==> src/rtl/regfile_wb_arbiter.sv <==
// Writeback-port arbiter for the 32x32 register file: age-aware MD > LD > ALU grant,
// registered write stage, and a per-register pending scoreboard for RAW stalls.
module regfile_wb_arbiter #(
    parameter int unsigned DATA_WIDTH = 32,
    parameter int unsigned ADDR_WIDTH = 5,
    parameter int unsigned AGE_LIMIT  = 4
) (
    input  logic                  clk,
    input  logic                  reset,

    input  logic                  alu_valid,
    input  logic [ADDR_WIDTH-1:0] alu_waddr,
    input  logic [DATA_WIDTH-1:0] alu_wdata,
    output logic                  alu_ready,

    input  logic                  ld_valid,
    input  logic [ADDR_WIDTH-1:0] ld_waddr,
    input  logic [DATA_WIDTH-1:0] ld_wdata,
    input  logic [2:0]            ld_strb,
    output logic                  ld_ready,

    input  logic                  md_valid,
    input  logic [ADDR_WIDTH-1:0] md_waddr,
    input  logic [DATA_WIDTH-1:0] md_wdata,
    output logic                  md_ready,

    input  logic                  sb_set,
    input  logic [ADDR_WIDTH-1:0] sb_addr,
    input  logic [ADDR_WIDTH-1:0] raddr1,
    input  logic [ADDR_WIDTH-1:0] raddr2,
    output logic                  busy1,
    output logic                  busy2,

    output logic                  rf_wen,
    output logic [ADDR_WIDTH-1:0] rf_waddr,
    output logic [2:0]            rf_wstrb,
    output logic [DATA_WIDTH-1:0] rf_wdata
);

    localparam int unsigned NUM_REGS   = 1 << ADDR_WIDTH;
    localparam int unsigned AGE_WIDTH  = 4;
    localparam int unsigned STRB_WIDTH = 3;
    localparam logic [AGE_WIDTH-1:0]  AGE_MAX   = AGE_WIDTH'(AGE_LIMIT);
    localparam logic [STRB_WIDTH-1:0] STRB_FULL = 3'b011;

    typedef struct packed {
        logic [ADDR_WIDTH-1:0] waddr;
        logic [STRB_WIDTH-1:0] strb;
        logic [DATA_WIDTH-1:0] wdata;
    } wb_req_t;

    logic [AGE_WIDTH-1:0]  alu_age_q, alu_age_d;
    logic [AGE_WIDTH-1:0]  ld_age_q,  ld_age_d;
    logic [AGE_WIDTH-1:0]  md_age_q,  md_age_d;

    logic                  rf_wen_q,   rf_wen_d;
    logic [ADDR_WIDTH-1:0] rf_waddr_q, rf_waddr_d;
    logic [STRB_WIDTH-1:0] rf_wstrb_q, rf_wstrb_d;
    logic [DATA_WIDTH-1:0] rf_wdata_q, rf_wdata_d;

    logic [NUM_REGS-1:0]   pending_q,  pending_d;

    logic    alu_aged, ld_aged, md_aged;
    logic    alu_gnt,  ld_gnt,  md_gnt;
    logic    sel_vld;
    wb_req_t sel_req;

    // Saturating wait counter; any cycle without a live, losing request restarts it.
    function automatic logic [AGE_WIDTH-1:0] next_age(
        input logic                 valid,
        input logic                 gnt,
        input logic [AGE_WIDTH-1:0] age
    );
        if (!valid || gnt) begin
            return '0;
        end
        if (age >= AGE_MAX) begin
            return AGE_MAX;
        end
        return age + AGE_WIDTH'(1);
    endfunction

    // Aged requesters form the upper priority tier; fixed MD > LD > ALU inside each tier.
    always_comb begin
        alu_gnt  = 1'b0;
        ld_gnt   = 1'b0;
        md_gnt   = 1'b0;
        alu_aged = alu_valid && (alu_age_q == AGE_MAX);
        ld_aged  = ld_valid  && (ld_age_q  == AGE_MAX);
        md_aged  = md_valid  && (md_age_q  == AGE_MAX);
        if (!reset) begin
            if (md_aged) begin
                md_gnt = 1'b1;
            end else if (ld_aged) begin
                ld_gnt = 1'b1;
            end else if (alu_aged) begin
                alu_gnt = 1'b1;
            end else if (md_valid) begin
                md_gnt = 1'b1;
            end else if (ld_valid) begin
                ld_gnt = 1'b1;
            end else if (alu_valid) begin
                alu_gnt = 1'b1;
            end
        end
    end

    assign alu_ready = alu_gnt;
    assign ld_ready  = ld_gnt;
    assign md_ready  = md_gnt;

    always_comb begin
        sel_vld = 1'b0;
        sel_req = '0;
        if (md_gnt) begin
            sel_vld = 1'b1;
            sel_req = '{waddr: md_waddr, strb: STRB_FULL, wdata: md_wdata};
        end else if (ld_gnt) begin
            sel_vld = 1'b1;
            sel_req = '{waddr: ld_waddr, strb: ld_strb, wdata: ld_wdata};
        end else if (alu_gnt) begin
            sel_vld = 1'b1;
            sel_req = '{waddr: alu_waddr, strb: STRB_FULL, wdata: alu_wdata};
        end
    end

    // Writes to register 0 complete the handshake but never reach the register file.
    always_comb begin
        rf_wen_d   = sel_vld && (sel_req.waddr != '0);
        rf_waddr_d = rf_waddr_q;
        rf_wstrb_d = rf_wstrb_q;
        rf_wdata_d = rf_wdata_q;
        if (rf_wen_d) begin
            rf_waddr_d = sel_req.waddr;
            rf_wstrb_d = sel_req.strb;
            rf_wdata_d = sel_req.wdata;
        end
    end

    always_comb begin
        alu_age_d = next_age(alu_valid, alu_gnt, alu_age_q);
        ld_age_d  = next_age(ld_valid,  ld_gnt,  ld_age_q);
        md_age_d  = next_age(md_valid,  md_gnt,  md_age_q);
    end

    // Clear on the committing write first so a same-cycle set leaves the bit pending.
    always_comb begin
        pending_d = pending_q;
        if (rf_wen_q) begin
            pending_d[rf_waddr_q] = 1'b0;
        end
        if (sb_set && (sb_addr != '0)) begin
            pending_d[sb_addr] = 1'b1;
        end
    end

    assign busy1 = pending_q[raddr1] && (raddr1 != '0);
    assign busy2 = pending_q[raddr2] && (raddr2 != '0);

    always_ff @(posedge clk) begin
        if (reset) begin
            alu_age_q  <= '0;
            ld_age_q   <= '0;
            md_age_q   <= '0;
            rf_wen_q   <= 1'b0;
            rf_waddr_q <= '0;
            rf_wstrb_q <= STRB_FULL;
            rf_wdata_q <= '0;
            pending_q  <= '0;
        end else begin
            alu_age_q  <= alu_age_d;
            ld_age_q   <= ld_age_d;
            md_age_q   <= md_age_d;
            rf_wen_q   <= rf_wen_d;
            rf_waddr_q <= rf_waddr_d;
            rf_wstrb_q <= rf_wstrb_d;
            rf_wdata_q <= rf_wdata_d;
            pending_q  <= pending_d;
        end
    end

    assign rf_wen   = rf_wen_q;
    assign rf_waddr = rf_waddr_q;
    assign rf_wstrb = rf_wstrb_q;
    assign rf_wdata = rf_wdata_q;

endmodule
==> config.mk <==
export PLATFORM = sky130hd
export DESIGN_NAME = regfile_wb_arbiter
export DESIGN_NICKNAME = d
export VERILOG_FILES = /design/src/rtl/regfile_wb_arbiter.sv
export SDC_FILE = /design/constraint.sdc
export NUM_CORES = 1
export LEC_CHECK = 0
export ABC_AREA = 0
export CAP_MARGIN = 15
export CORE_AREA = 2 2 122 124
export DETAILED_ROUTE_END_ITERATION = 12
export DIE_AREA = 0 0 124 126
export RECOVER_POWER = 50
export SKIP_CTS_REPAIR_TIMING = 1
export SYNTH_ARGS = -nofsm -noshare
export SYNTH_HDL_FRONTEND = slang
export SYNTH_SLANG_ARGS = --single-unit
==> constraint.sdc <==
create_clock -name clk -period 5.5 [get_ports clk]
set_clock_uncertainty 0.15 [all_clocks]
set_input_delay 1.1 -clock clk [delete_from_list [all_inputs] [get_ports clk]]
set_output_delay 1.1 -clock clk [all_outputs]
set_load 0.01 [all_outputs]
# Word level (Yosys, flattened, before mapping)
# Index checks and enable logic that the tools add are counted.
# totals
reg_bits,85
latch_bits,0
mem_bits_rw,0
romBits,0
in_bits,135
out_inout_bits,46
elab_cells,100
mem_count,0
# classes
addsub,3
mul,0
n_div,0
order_cmp,9
n_eq_ne,3
shift,0
mux,55
bitwise_logic,3
reduce_logical,19
# ops
op,count
40-bit 2-to-1 mux,3
32-bit 2-to-1 mux,2
4-bit 2-to-1 mux,12
1-bit 2-to-1 mux,34
32-bit bitwise AND,1
32-bit inverter,1
32-bit bitwise OR,1
5-bit by 6-bit less-than comparator with 1-bit output (second input constant),4
5-bit nonzero test,4
4-bit by 1-bit adder with 4-bit output (second input constant),3
4-bit by 3-bit == test with 1-bit output (second input constant),3
4-bit by 3-bit >= comparator with 1-bit output (second input constant),3
1-bit binary-select mux with 5-bit select,2
1-bit demux with 5-bit select,2
5-bit by 1-bit >= comparator with 1-bit output (second input constant),2
1-bit logical AND,9
1-bit logical NOT,3
1-bit logical OR,3

# Longest topological paths before layout
# Gate-level depths: netlist of run 1.
# logic_depth
depth_word,12
depth_mapped,10
depth_no_buf,8

# Worst setup path after synthesis of run 1
# Ideal clock, no wire load.
# synth_timing
path_kind,in2out
from,input raddr1[0]
to,output busy1
t_arrival_ps,2780
path_slack_ps,1470
path_stages,4
n_path_buf,1
path_cell_list,clkbuf_1 > mux4_2 > mux4_2 > mux2_2
# synth_via
elab_chain_cells,3
word_cells_on_any_way,4
classes_between,mux: 2; reduce/logical: 2
# synth_rtl
item,line_no,rtl
from (decl),29,"input logic [ADDR_WIDTH-1:0] raddr1,"
1-bit binary-select mux with 5-bit select,157,assign busy1 = pending_q[raddr1] && (raddr1 != '0);
1-bit 2-to-1 mux (implied by the code),157,
1-bit logical AND *,157,
to (decl),31,"output logic busy1,"
# Mark *: on every way between the ends. The rest lies on a longest branch, timed or not. The select of a mux whose other input is x is not followed.

# Worst setup path in the final report of run 1
# layout_timing
from,input raddr2[0]
to,output busy2
# layout_via
elab_chain_cells,3
word_cells_on_any_way,4
classes_between,mux: 2; reduce/logical: 2
# layout_rtl
item,line_no,rtl
from (decl),30,"input logic [ADDR_WIDTH-1:0] raddr2,"
1-bit binary-select mux with 5-bit select,158,assign busy2 = pending_q[raddr2] && (raddr2 != '0);
1-bit 2-to-1 mux (implied by the code),158,
1-bit logical AND *,158,
to (decl),32,"output logic busy2,"
# Marked as above.

==> impl_results.md, run 1 <==
* Final hold violation count at 0
* Die area at 15600 um2
* Setup WS pre-CTS at 0.533 ns
* Worst slew pin tran at 1.14 ns
* EDFF count, synth at 0
* Ys Warns at 0
* Post-synthesis simple-gate area fraction at 13.6%
* Final period utilization at 89.9%
* Min-Delay Path Class: reg2reg
* Crit-path max FO at 9
* Period minus WS final at 4.94 ns
* Global-route wire length before repair at 22.6 mm
* Largest net degree at the start of global routing at 44
* Routed vias at 4386
* Ys async rst share at 0%
* DR WL met3 at 1.22 mm
* Synthesis-stage register bit count at 84
* Top Ports at 181
* Pins Over Slew Limit at 0
* Number of global-route vias before repair at 4383
* RSZ-0062 raised after global routing: false
* Multiplexer share of the synthesized area at 10.6%
* Area Overhead vs Synth at 52.9%
* Via density at 5.46
* Setup TNS at 0 ns
* Max Freq at 202 MHz
* GPL Wtd Cong at 0.904
* Crit path max-delay family: multiplexers
* Worst slew margin at 23.7%
* P_leak at 2.35 nW
* Crit path arrival time at 3.69 ns
* Worst-path clk slew at 0.06 ns
* Total CTS buffers at 9
* DRC at 0
* Critical path required time at 4.25 ns
* Met2 routed WL at 7.52 mm
* Die width at 124 um
* DP Area at 6170 um2
* N_diodes at 0
* Slowest cell on crit path: clkdlybuf4s50_1
* WS Path Type: in2out
* Top cells by area, synth: dfxtp_1, mux4_2, a222oi_1
* Synth cell types at 44
* HPWL Detailed at 11.2 mm
* Number of H-tree levels at 3
* Antenna-violating nets left at 0
* CP Launch Type: input port
* Synth Area per Inst at 9.37 um2
* Buf/Inv on CP at 2
* Main combinational cell family by area after synthesis: compound AO/OA/AOI/OAI gates
* Root buffer cell: clkbuf_16
* Skew-Pair Late Insertion Delay at 0.35 ns
* Mapped Area at 4240 um2
* Fill cell count at 1409
* Metal-1 WL at 5.44 mm
* Global route overflow at 0
* Antenna violations before repair at 0
* CTS max path bufs at 2
* Layout cells sized above 1 at 8.55%
* Synth Area in XOR/XNOR at 0%
* Core ar. at 14300 um2
* Compound-Gate Fraction of Synth Area at 27.1%
* Most frequent cell after synthesis: dfxtp_1
* Slowest Stage Delay on Critical Path at 0.76 ns
* Synth Instances at 452
* Register area share after synthesis at 39.7%
* GRT Util Overall at 18.9%
* Uppermost layer routed: met4
* Main synth FF type: dfxtp_1
* Synth Area in Adders at 1.77%
* 1st-iter DRT viols at 384
* Final instance area at 6470 um2
* WL per Instance at 18.3 um
* CTS tree: built
* Outcome: complete, no violations
* Setup Viol. Count Final at 0
* Post-synth top area share at 39.7%
* Worst hold slack at 0.303 ns
* Crit path capture type: output port
* Port bufs at 180
* Most frequent cells after synthesis: dfxtp_1, nand2_1, inv_1
* Critical path cell sequence: clkdlybuf4s50_1 -> mux4_2 -> mux4_2 -> mux2_2 -> clkdlybuf4s50_1
* Cell taking the most area after synthesis: dfxtp_1
* Peak supply drop at 0.136 mV
* FP Rows at 44
* Layout Nets at 756
* Overall die height at 126 um
* Clock sink count at 84
* Routed wire length at 14.7 mm
* TritonRoute pass-1 iters at 7
* Setup ws final at 0.558 ns
* PD cells at 253 nW/um2
* Max-cap violations at 0
* Initial Util at 29.6%
[through the flow]
| stage | util, % | std cells | total power, mW |
|---|---|---|---|
| finish | 45.2 | 804 | 1.64 |
| global route | 45.2 | 804 | 1.72 |
| CTS | 45.3 | 804 | 1.67 |
| detailed placement | 43.1 | 788 | 1.04 |
| global placement | 43.1 | 788 | 1.04 |
| floorplan | - | 454 | 0.833 |
[power breakdown]
| part | switching, mW | total [mW] | internal [mW] |
|---|---|---|---|
| Sequential | 0.0266 | 0.674 | 0.648 |
| Combinational | 0.150 | 0.341 | 0.191 |
| Clock | 0.253 | 0.622 | 0.369 |
| Total | 0.430 | 1.64 | 1.21 |
[layer usage]
| metal | track usage, % | up-vias |
|---|---|---|
| li1 | - | 2083 |
| met1 | 20.6 | 2067 |
| met2 | 32.7 | 198 |
| met3 | 6.11 | 38 |
| met4 | 9.12 | 0 |
| met5 | 0 | - |
[path summary, 6_finish.rpt]
kind	start	end	depth (start not counted)	slack (ns)
max	raddr2[0]	busy2	5	0.56
min reg2reg	alu_age_q[0]	alu_age_q[0]	1	0.30
min	alu_age_q[0]	alu_age_q[0]	1	0.30
max reg2reg	ld_age_q[0]	rf_wstrb[0]	9	2.59
[cell type report]
| type | count | area (um2) | area share [%] |
|---|---|---|---|
| Clock buffer | 10 | 239 | 3.69 |
| Tap cell | 184 | 230 | 3.56 |
| Sequential cell | 84 | 1680 | 26.0 |
| Inverter | 40 | 150 | 2.32 |
| Multi-Input combinational cell | 294 | 2260 | 34.9 |
| Clock inverter | 6 | 68.8 | 1.06 |
| Timing Repair Buffer | 186 | 1840 | 28.4 |
[sequential cells by signal, summed over array words and instances (netlist names)]
signal / flops
pending_q: 31
ld_age_q: 4
rf_waddr: 5
rf_wen: 1
rf_wdata: 32
md_age_q: 4
alu_age_q: 4
rf_wstrb: 3
[cell families after synthesis]
logic type / after synthesis
simple gates: 109
other cells: 1
flops: 84
mux: 22
buf+inv: 76
fa+ha+maj: 6
compound gates: 154
[layout by cell type (no fill, tap or decap), types with 9 or more instances in the layout]
cell type / netlist / routed
mux4_2: 18 / 18
dfxtp_1: 84 / 84
inv_1: 40 / 40
a222oi_1: 36 / 36
nor2_1: 17 / 16
nand2_1: 45 / 45
clkdlybuf4s50_1: 0 / 140
a21oi_1: 37 / 37
clkbuf_16: 0 / 9
a221oi_1: 32 / 32
dlygate4sd3_1: 0 / 39
o21ai_0: 34 / 34
No activity file was read; power rests on OpenSTA's default activity.
==> run 2, diff against run 1 <==
--- a/config.mk
+++ b/config.mk
@@ -10,8 +10,10 @@
 export CORE_AREA = 2 2 122 124
 export DETAILED_ROUTE_END_ITERATION = 12
 export DIE_AREA = 0 0 124 126
+export GPL_TIMING_DRIVEN = 0
 export RECOVER_POWER = 50
 export SKIP_CTS_REPAIR_TIMING = 1
+export SKIP_LAST_GASP = 1
 export SYNTH_ARGS = -nofsm -noshare
 export SYNTH_HDL_FRONTEND = slang
 export SYNTH_SLANG_ARGS = --single-unit
==> run 2 against run 1 <==
  * Sequential power decreased by 0.6%
  * Core utilization increased by 0.43 points
  * Setup slack got worse by 0.16 ns
  * Fmax decreased by 3.2%
  * Sequential share of layout area decreased by 0.24 points
  * Final area increased by 0.95%
  * Worst hold slack got worse by 0.0017 ns
  * Combinational power increased by 5%
==> impl_results.md, run 2 (synthesis results as in run 1) <==
* Worst slew pin tran at 1.21 ns (+0.0651 ns)
* Cell mode on critical path: clkdlybuf4s50_1
* Most frequent cells in the layout: clkdlybuf4s50_1, dfxtp_1, nand2_1
* HPWL Detailed at 11.9 mm (+6.5%)
* Commonest non-fill, non-tap cell in the layout: clkdlybuf4s50_1
* Global-route wire length before repair at 23.7 mm (+4.8%)
* Port bufs at 175 (-2.8%)
* Hold wc startpoint: alu_age_q[0]
* Layout Nets at 781 (+3.3%)
* Final hold violation count at 0 (unchanged)
* Sequential share of power at 40.5% (-0.7 points)
* WL per Instance at 18.6 um (+1.4%)
* Slowest cell on crit path: nor3_1
* Combinational share of power at 21.6% (+0.8 points)
* Max Freq at 196 MHz (-3.2%)
* Final period utilization at 92.8% (+3.0 points)
* WS Path Type: in2out
* Period minus WS final at 5.10 ns (+0.163 ns)
* Peak supply drop at 0.157 mV (+15%)
* Int Power at 1.21 mW (about the same)
* Slowest Stage Delay on Critical Path at 0.81 ns (+0.05 ns)
* Clock Power Share at 37.9% (about the same)
* CP Launch Type: input port
* GPL Wtd Cong at 0.871 (-3.6%)
* Largest net degree at the start of global routing at 16 (-64%)
* RSZ-0062 raised after global routing: false
* CTS tree: built
* Total CTS buffers at 9 (unchanged)
* Overall die height at 126 um (unchanged)
* Setup TNS at 0 ns (unchanged)
* Skew-Pair Late Insertion Delay at 0.35 ns (about the same)
* Critical path required time at 4.25 ns (about the same)
* Sw Ratio at 27.0% (+0.74 points)
* Global route overflow at 0 (unchanged)
* Tot Pwr at 1.66 mW (+1.1%)
* Layout cells sized above 1 at 8.22% (-0.33 points)
* Setup Viol. Count Final at 0 (unchanged)
* Clock sink count at 84 (unchanged)
* Area Overhead vs Synth at 54.3%
* Number of H-tree levels at 3 (unchanged)
* Largest register FFs at 32 (unchanged)
* Crit path capture type: output port
* N_diodes at 0 (unchanged)
* Crit path arrival time at 3.85 ns (+0.16 ns)
* Pins Over Slew Limit at 0 (unchanged)
* GRT Util Overall at 19.8% (+0.91 points)
* Initial Util at 29.6% (unchanged)
* Critical path cell sequence: clkdlybuf4s50_1 -> nand4b_2 -> a21oi_1 -> nor3_1 -> clkbuf_1 -> clkdlybuf4s50_1
* Die width at 124 um (unchanged)
* Top Ports at 181 (unchanged)
* 1st-iter DRT viols at 424 (+10%)
* Worst r2r src: ld_age_q[0]
* TritonRoute pass-1 iters at 6 (-1)
* Crit-path max FO at 10 (+1)
* DRC at 0 (unchanged)
* Root buffer cell: clkbuf_16
* Antenna-violating nets left at 0 (unchanged)
* Routed wire length at 15.4 mm (+4.6%)
* Max-cap violations at 0 (unchanged)
* Min-Delay Path Class: reg2reg
* CP startpoint: ld_valid
* Sw power at 0.447 mW (+3.9%)
* Number of global-route vias before repair at 4616 (+5.3%)
* CTS max path bufs at 2 (unchanged)
* Outcome: complete, no violations
* Antenna violations before repair at 0 (unchanged)
* Via density at 5.42 (-0.72%)
* Worst slew margin at 19.3% (-4.4 points)
* P_leak at 2.37 nW (+0.67%)
* FP Rows at 44 (unchanged)
* PD cells at 253 nW/um2 (+0.13%)
* Worst-path clk slew at 0.06 ns (about the same)
* Core ar. at 14300 um2 (unchanged)
* Routed vias at 4490 (+2.4%)
* Die area at 15600 um2 (unchanged)
run 2: cell types whose count changed in the layout (fill, tap and decap cells not counted), sizes merged:
cell,previous run,this run
buf,7,10
clkbuf,10,36
clkdlybuf4s50,140,134
dlygate4sd3,39,41
clkinvlp,0,2
inv,43,41
run 2: power by group through the flow:
stage / sequential [mW] / combinational, mW / clock (mW)
2_1_floorplan: 0.697 / 0.136 / 0
3_3_place_gp: 0.684 / 0.368 / 0
3_5_place_dp: 0.685 / 0.370 / 0
4_1_cts: 0.672 / 0.371 / 0.638
5_1_grt: 0.676 / 0.385 / 0.668
6_report: 0.670 / 0.358 / 0.627
run 2: cell type report:
type	instances	area (um2)
Fill cell	1406	7780
Sequential cell	84	1680
Tap cell	184	230
Inverter	40	150
Multi-Input combinational cell	294	2260
Buffer	36	150
Clock inverter	6	71.3
Clock buffer	10	239
Timing Repair Buffer	175	1750
run 2: worst max-delay path, delay by kind of cell:
kind / cells / cell delay (ns)
AO/OA/AOI/OAI: 1 / 0.16
buffers and inverters: 3 / 1.58
AND/OR/NAND/NOR: 2 / 1.01
run 2: worst paths after layout:
check                 end  cells past startpoint  slack (ns)
max              md_ready                      6        0.40
min reg2reg  alu_age_q[0]                      1        0.30
max reg2reg  rf_wdata[21]                      8        2.57
min          alu_age_q[0]                      1        0.30
run 2: layer usage:
| layer | vias up | part of all wire, % | GRT usage, % | wire length [um] |
|---|---|---|---|---|
| met5 | - | 0 | 0 | 0 |
| met2 | 218 | 51 | 35.7 | 7850 |
| met1 | 2115 | 37 | 21.4 | 5700 |
| met3 | 30 | 9.1 | 5.98 | 1400 |
| li1 | 2127 | - | - | - |
| met4 | 0 | 2.8 | 7.67 | 433 |
run 2: metrics by stage:
step / utilization, % / setup slack, ns / hold WS (ns) / instances / area (um2)
floorplan: - / 1.47 / 0.267 / 454 / 4240
global placement: 43.5 / 0.351 / 0.279 / 813 / 6220
detailed placement: 43.5 / 0.397 / 0.296 / 813 / 6220
CTS: 45.7 / 0.393 / 0.309 / 829 / 6540
global route: 45.7 / 0.134 / 0.336 / 829 / 6540
finish: 45.7 / 0.395 / 0.301 / 829 / 6540
